## src/rtl/imem_loader_pkg.sv

```systemverilog
// imem_loader_pkg: shared loader state encoding and stream constants.
package imem_loader_pkg;
    localparam int WORD_W = 32;
    localparam logic [7:0] SYNC_BYTE_DEF = 8'hA5;
    typedef enum logic [2:0] {
        S_IDLE,
        S_LEN_HI,
        S_LEN_LO,
        S_DATA,
        S_CSUM,
        S_DONE,
        S_ERROR
    } state_t;
endpackage

```

## src/rtl/imem_loader_if.sv

```systemverilog
// imem_loader_if: valid/ready byte stream feeding the loader.
interface imem_loader_if;
    logic [7:0] in_data;
    logic       in_valid;
    logic       in_ready;
    modport master (output in_data, output in_valid, input in_ready);
    modport slave  (input in_data, input in_valid, output in_ready);
endinterface

```

## src/rtl/imem_loader_byte_packer.sv

```systemverilog
// imem_loader_byte_packer: shifts bytes MSB-first into a word; pulses word_valid
// the cycle after the fourth byte.
module imem_loader_byte_packer
    import imem_loader_pkg::*;
(
    input  logic              clk,
    input  logic              reset_n,
    input  logic              clear,
    input  logic              byte_valid,
    input  logic [7:0]        byte_in,
    output logic [WORD_W-1:0] word,
    output logic              word_valid
);
    logic [1:0]        cnt_q, cnt_d;
    logic [WORD_W-1:0] word_q, word_d;
    logic              valid_q, valid_d;

    always_comb begin
        cnt_d   = clear ? 2'd0 : byte_valid ? cnt_q + 2'd1 : cnt_q;
        word_d  = (!clear && byte_valid) ? {word_q[WORD_W-9:0], byte_in} : word_q;
        valid_d = !clear && byte_valid && cnt_q == 2'd3;
    end

    always_ff @(posedge clk or negedge reset_n) begin
        if (!reset_n) begin
            cnt_q   <= '0;
            word_q  <= '0;
            valid_q <= 1'b0;
        end else begin
            cnt_q   <= cnt_d;
            word_q  <= word_d;
            valid_q <= valid_d;
        end
    end

    assign word       = word_q;
    assign word_valid = valid_q;
endmodule

```

## src/rtl/imem_loader.sv

```systemverilog
// imem_loader: receives a framed byte stream, writes big-endian words into
// instruction memory, verifies an XOR checksum and releases the CPU on success.
module imem_loader
    import imem_loader_pkg::*;
#(
    parameter int         ADDR_WIDTH = 10,
    parameter int         BASE_ADDR  = 0,
    parameter logic [7:0] SYNC_BYTE  = SYNC_BYTE_DEF
) (
    input  logic                  clk,
    input  logic                  reset_n,
    imem_loader_if.slave          s,
    output logic                  imem_we,
    output logic [ADDR_WIDTH-1:0] imem_addr,
    output logic [WORD_W-1:0]     imem_wdata,
    output logic                  cpu_hold,
    output logic                  load_done,
    output logic                  load_error
);
    localparam logic [16:0] MAX_WORDS = 17'((1 << ADDR_WIDTH) - BASE_ADDR);
    localparam logic [ADDR_WIDTH-1:0] BASE = ADDR_WIDTH'(BASE_ADDR);

    state_t                state_q, state_d;
    logic [15:0]           len_q, len_d;
    logic [15:0]           cnt_q, cnt_d;
    logic [7:0]            csum_q, csum_d;
    logic [ADDR_WIDTH-1:0] addr_q, addr_d;
    logic                  hold_q, hold_d;
    logic                  done_q, done_d;
    logic                  err_q, err_d;
    logic                  accept, pk_clear, pk_valid, word_valid;
    logic [15:0]           n_word;
    logic [WORD_W-1:0]     word;

    // The write-strobe cycle is the only cycle the loader refuses a byte.
    assign s.in_ready = !word_valid;
    assign accept     = s.in_valid && s.in_ready;
    assign n_word     = {len_q[15:8], s.in_data};
    assign pk_valid   = accept && state_q == S_DATA;

    always_comb begin
        state_d  = state_q;
        len_d    = len_q;
        cnt_d    = cnt_q;
        csum_d   = csum_q;
        addr_d   = addr_q;
        hold_d   = hold_q;
        done_d   = done_q;
        err_d    = err_q;
        pk_clear = 1'b0;
        case (state_q)
            S_IDLE, S_DONE, S_ERROR: if (accept && s.in_data == SYNC_BYTE) begin
                state_d  = S_LEN_HI;
                hold_d   = 1'b1;
                done_d   = 1'b0;
                err_d    = 1'b0;
                csum_d   = '0;
                cnt_d    = '0;
                addr_d   = BASE;
                pk_clear = 1'b1;
            end
            S_LEN_HI: if (accept) begin
                len_d   = {s.in_data, len_q[7:0]};
                state_d = S_LEN_LO;
            end
            S_LEN_LO: if (accept) begin
                len_d   = n_word;
                state_d = n_word == '0 ? S_CSUM : {1'b0, n_word} > MAX_WORDS ? S_ERROR : S_DATA;
                err_d   = n_word != '0 && {1'b0, n_word} > MAX_WORDS;
            end
            S_DATA: begin
                if (accept) csum_d = csum_q ^ s.in_data;
                if (word_valid) begin
                    addr_d  = addr_q + 1'b1;
                    cnt_d   = cnt_q + 16'd1;
                    state_d = cnt_q + 16'd1 == len_q ? S_CSUM : S_DATA;
                end
            end
            S_CSUM: if (accept) begin
                state_d = s.in_data == csum_q ? S_DONE : S_ERROR;
                done_d  = s.in_data == csum_q;
                err_d   = s.in_data != csum_q;
                hold_d  = s.in_data != csum_q;
            end
            default: state_d = S_IDLE;
        endcase
    end

    always_ff @(posedge clk or negedge reset_n) begin
        if (!reset_n) begin
            state_q <= S_IDLE;
            len_q   <= '0;
            cnt_q   <= '0;
            csum_q  <= '0;
            addr_q  <= BASE;
            hold_q  <= 1'b1;
            done_q  <= 1'b0;
            err_q   <= 1'b0;
        end else begin
            state_q <= state_d;
            len_q   <= len_d;
            cnt_q   <= cnt_d;
            csum_q  <= csum_d;
            addr_q  <= addr_d;
            hold_q  <= hold_d;
            done_q  <= done_d;
            err_q   <= err_d;
        end
    end

    imem_loader_byte_packer u_packer (
        .clk        (clk),
        .reset_n    (reset_n),
        .clear      (pk_clear),
        .byte_valid (pk_valid),
        .byte_in    (s.in_data),
        .word       (word),
        .word_valid (word_valid)
    );

    assign imem_we    = word_valid;
    assign imem_wdata = word;
    assign imem_addr  = addr_q;
    assign cpu_hold   = hold_q;
    assign load_done  = done_q;
    assign load_error = err_q;
endmodule
```

## src/flat_wrapper.sv

```systemverilog
// flat-port wrapper written by rule: the top's interface ports become plain ports
module imem_loader_flat import imem_loader_pkg::*;
#(
    parameter int         ADDR_WIDTH = 10,
    parameter int         BASE_ADDR  = 0,
    parameter logic [7:0] SYNC_BYTE  = SYNC_BYTE_DEF
)
  (clk, reset_n, imem_we, imem_addr, imem_wdata, cpu_hold, load_done, load_error, s_in_data, s_in_valid, s_in_ready);
  imem_loader_if s_i ();
  input  logic clk;
  input  logic reset_n;
  output logic imem_we;
  output logic [ADDR_WIDTH-1:0] imem_addr;
  output logic [WORD_W-1:0] imem_wdata;
  output logic cpu_hold;
  output logic load_done;
  output logic load_error;
  input wire logic [$bits(s_i.in_data)-1:0] s_in_data;
  input wire logic [$bits(s_i.in_valid)-1:0] s_in_valid;
  output wire logic [$bits(s_i.in_ready)-1:0] s_in_ready;
  assign s_i.in_data = s_in_data;
  assign s_i.in_valid = s_in_valid;
  assign s_in_ready = s_i.in_ready;
  imem_loader #(.ADDR_WIDTH(ADDR_WIDTH), .BASE_ADDR(BASE_ADDR), .SYNC_BYTE(SYNC_BYTE)) u_core (.clk(clk), .reset_n(reset_n), .s(s_i), .imem_we(imem_we), .imem_addr(imem_addr), .imem_wdata(imem_wdata), .cpu_hold(cpu_hold), .load_done(load_done), .load_error(load_error));
endmodule
```

## config.mk

```make
export PLATFORM = sky130hd
export DESIGN_NAME = imem_loader_flat
export DESIGN_NICKNAME = d
export VERILOG_FILES = /design/src/rtl/imem_loader_pkg.sv /design/src/rtl/imem_loader_if.sv /design/src/rtl/imem_loader_byte_packer.sv /design/src/rtl/imem_loader.sv /design/src/flat_wrapper.sv
export SDC_FILE = /design/constraint.sdc
export NUM_CORES = 1
export LEC_CHECK = 0
export CAP_MARGIN = 10
export CORE_ASPECT_RATIO = 1.5
export CORE_UTILIZATION = 50
export CTS_CLUSTER_DIAMETER = 50
export DETAILED_ROUTE_END_ITERATION = 10
export PLACE_DENSITY = 0.7
export SYNTH_ARGS = -nofsm -noshare
export SYNTH_HDL_FRONTEND = slang
export SYNTH_SLANG_ARGS = --single-unit
```

## constraint.sdc

```tcl
create_clock -name clk -period 5.4 [get_ports clk]
set_input_delay 0.81 -clock clk [delete_from_list [all_inputs] [get_ports clk]]
set_output_delay 0.81 -clock clk [all_outputs]
set_load 0.01 [all_outputs]
```

==> flow_summary.yaml <==
drt:
  drt-initial-drc-count: 143
  via_per_inst: 5.66
  routed_wl_um: 11300
  routedWlPerCell_um: 16.8
  drc: 0
  drt_pass1_iterations: 4
  ant_nets: 0
  via_count: 3812
synth:
  ys_ff_latch: 91
  synthCells: 512
  async_flop_share: 1.00
  netlist.area_leader.share: 0.477
  synth_enable_flop_cells: 0
  synth_nets: 526
  synth_area_leaders: "dfrtp_1 (48%), nand2_1 (12%), xnor2_1 (5.6%)"
  ys_seq_area_frac: 0.483
  synth_top_area_cell: "dfrtp_1"
  synth.lib_cells_used.distinct: 65
  yosysWarningCount: 0
  ys.flop_type: "dfrtp_1"
  syn_area_mm2: 0.00472
  avgSynthCellArea_um2: 9.22
setup_path:
  crit_buf_inv: 1
  cp_cell_sequence: "clkdlybuf4s50_1 > or4_4 > nor3_4 > and2_1 > nor2_1 > o21ai_0 > o21ai_0"
  worst_ep_arrival_time_ns: 3.41
  cp_slowest_stage_delay_ns: 0.61
  cpMaxStageDelayCell: "or4_4"
  critPathKind: "input pin to flop"
  critical_path_peak_fanout: 18
  cp_top_family: "simple AND/OR/NAND/NOR gates"
  crit_required_ns: 5.61
  startpoint_type: "input pin"
  worstSetupEndpointType: "flop"
  cpMostUsedCell: "o21ai_0"
finish:
  drive_gt1_frac: 0.0961
  layout_commonest_cell: "nand2_1"
  final_cell_mix: "nand2_1 (145), dfrtp_1 (90), clkdlybuf4s50_1 (56)"
  post_layout_nonfiller_instances: 674
  nets: 571
  fillers: 792
  antenna_cells: 0
  finish.utilization: 0.611
  finish.instance_area_mm2: 0.00562
  area_delta_synth_final_pct: 19.0
grt:
  grt_max_degree: 92
  grt_pass1_vias: 3851
  grt_usage: 0.256
  grt_overflow: 0
  grt_pass1_wl_um: 19000
  grt_antenna_before_repair: 0
sta:
  period_needed_ns: 3.20
  worst_slack_ns: 2.20
  relSlewSlack: 0.269
  finalHoldViolCount: 0
  worst_slew_pin_slew_ns: 1.09
  fmax_mhz: 312
  setup-violations-final: 0
  rsz0062_at_grt: "no"
  tns_ns: 0
  fin_crit_sh: 0.593
  fin_worst_skew_ns: 0.00686
  slew_violations: 0
power_and_ir_drop:
  power_density_mw_per_mm2: 542
  ir_worst_vdd_uv: 347
  power_leakage_nw: 2.48
placement:
  hpwlAfterDp_um: 7990
  port_buffers: 57
  gp_congestion: 0.853
  placed_area_mm2: 0.00529
  dp_slack_ns: 1.81
  placed_cells: 657
cts:
  numCtsBuffers: 9
  cts_resized: 0
  clk_latency_ns: 0.34
  clkSlewWorstSetupHoldPaths_ns: 0.07
  cts_tree: "yes"
  clock_sinks: 91
  cts_setup_buffers: 0
  ctsHoldBuffers: 0
  h-tree-depth: 3
  clockBufferDepth: 2
  cts_root_buf: "clkbuf_16"
floorplanning:
  chipHeight_um: 121
  start_util: 0.513
  ios: 58
  num_rows: 43
  dieArea_mm2: 0.00984
  fp.dieW_um: 81.3
  core_area_mm2: 0.00920
run:
  maxCapViolCount: 0
worst_hold_path:
  hp-class: "input pin to asynchronous set/reset pin"
status:
  status: "complete, no violations"
[report_power, final]
group / switching (mW) / total (mW) / internal, mW
Sequential: 0.274 / 1.18 / 0.911
Combinational: 0.606 / 1.22 / 0.616
Clock: 0.265 / 0.636 / 0.371
[stage by stage]
stage	power [mW]	hold slack, ns
floorplan	1.97	0.468
global placement	2.37	0.460
detailed placement	2.41	0.463
CTS	3.06	0.479
global route	3.25	0.379
finish	3.04	0.362
[cells by family (layout without fill, tap and decap cells)]
group	Yosys count	count (layout)	synth area share
adder cells (fa/ha/maj)	4	4	0.0101
AND/OR/NAND/NOR	249	249	0.255
buffers and inverters	29	79	0.0355
flip-flops	91	91	0.483
multiplexers	10	10	0.0236
AO/OA/AOI/OAI	88	88	0.114
XOR/XNOR	41	41	0.0792
[worst paths after layout]
path | from | end | slack [ns] | cells past startpoint
min | reset_n | u_core.cnt_q[7]$_DFFE_PN0P_ | 0.36 | 1
max reg2reg | u_core.cnt_q[0]$_DFFE_PN0P_ | u_core.state_q[0]$_DFFE_PN0P_ | 2.68 | 7
max | s_in_data[6] | u_core.csum_q[5]$_DFFE_PN0P_ | 2.20 | 7
min in group clk | u_core.u_packer.word[28]$_DFFE_PN0P_ | u_core.u_packer.word[28]$_DFFE_PN0P_ | 0.47 | 2
min reg2reg | u_core.u_packer.word[28]$_DFFE_PN0P_ | u_core.u_packer.word[28]$_DFFE_PN0P_ | 0.47 | 2
max in group asynchronous | reset_n | u_core.cpu_hold$_DFFE_PN1P_ | 4.37 | 2
[synthesized netlist by cell type, drive strengths merged, types with 3 or more instances]
cell / n
o221ai: 3
nor2: 40
xor2: 10
o31ai: 7
o22ai: 3
nor3: 8
and3: 8
buf: 7
nor4: 3
nand2: 145
a21o: 3
nand4: 10
clkbuf: 18
or4: 5
nand3b: 3
nand2b: 5
o21ai: 50
ha: 3
dfrtp: 90
xnor2: 30
mux2: 9
and2: 3
a21oi: 8
inv: 4
nand3: 7
[layout make-up]
class	count	area, um2	area share
flip-flops and latches	91	2280	0.406
multi-input cells	392	2280	0.406
repair buffers	59	603	0.107
well taps	112	140	0.0249
inverters	4	15.0	0.00267
clock buffers	10	239	0.0425
clock inverters	6	63.8	0.0114
[worst reg2reg max path, cell delays in order (launching register included)]
cell and delay [ns]:
dfrtp_1 0.48, ha_1 0.33, nand3_2 0.21, or4_2 0.72
xnor2_1 0.16, a221o_2 0.34, o31ai_2 0.24, a21oi_1 0.11
[flip-flops by register name, indices dropped and copies added, names as in the netlist, 2 cells and up]
signal                 count
u_core.u_packer.word      32
u_core.cnt_q              16
u_core.len_q              16
u_core.imem_addr          10
u_core.csum_q              8
u_core.state_q             3
u_core.u_packer.cnt_q      2
[layer usage]
metal	part of all wire	GRT usage
met1	0.40	0.301
met2	0.53	0.437
met3	0.041	0.0511
met4	0.027	0.116
met5	0	0
(Power assumes the default switching activity.)
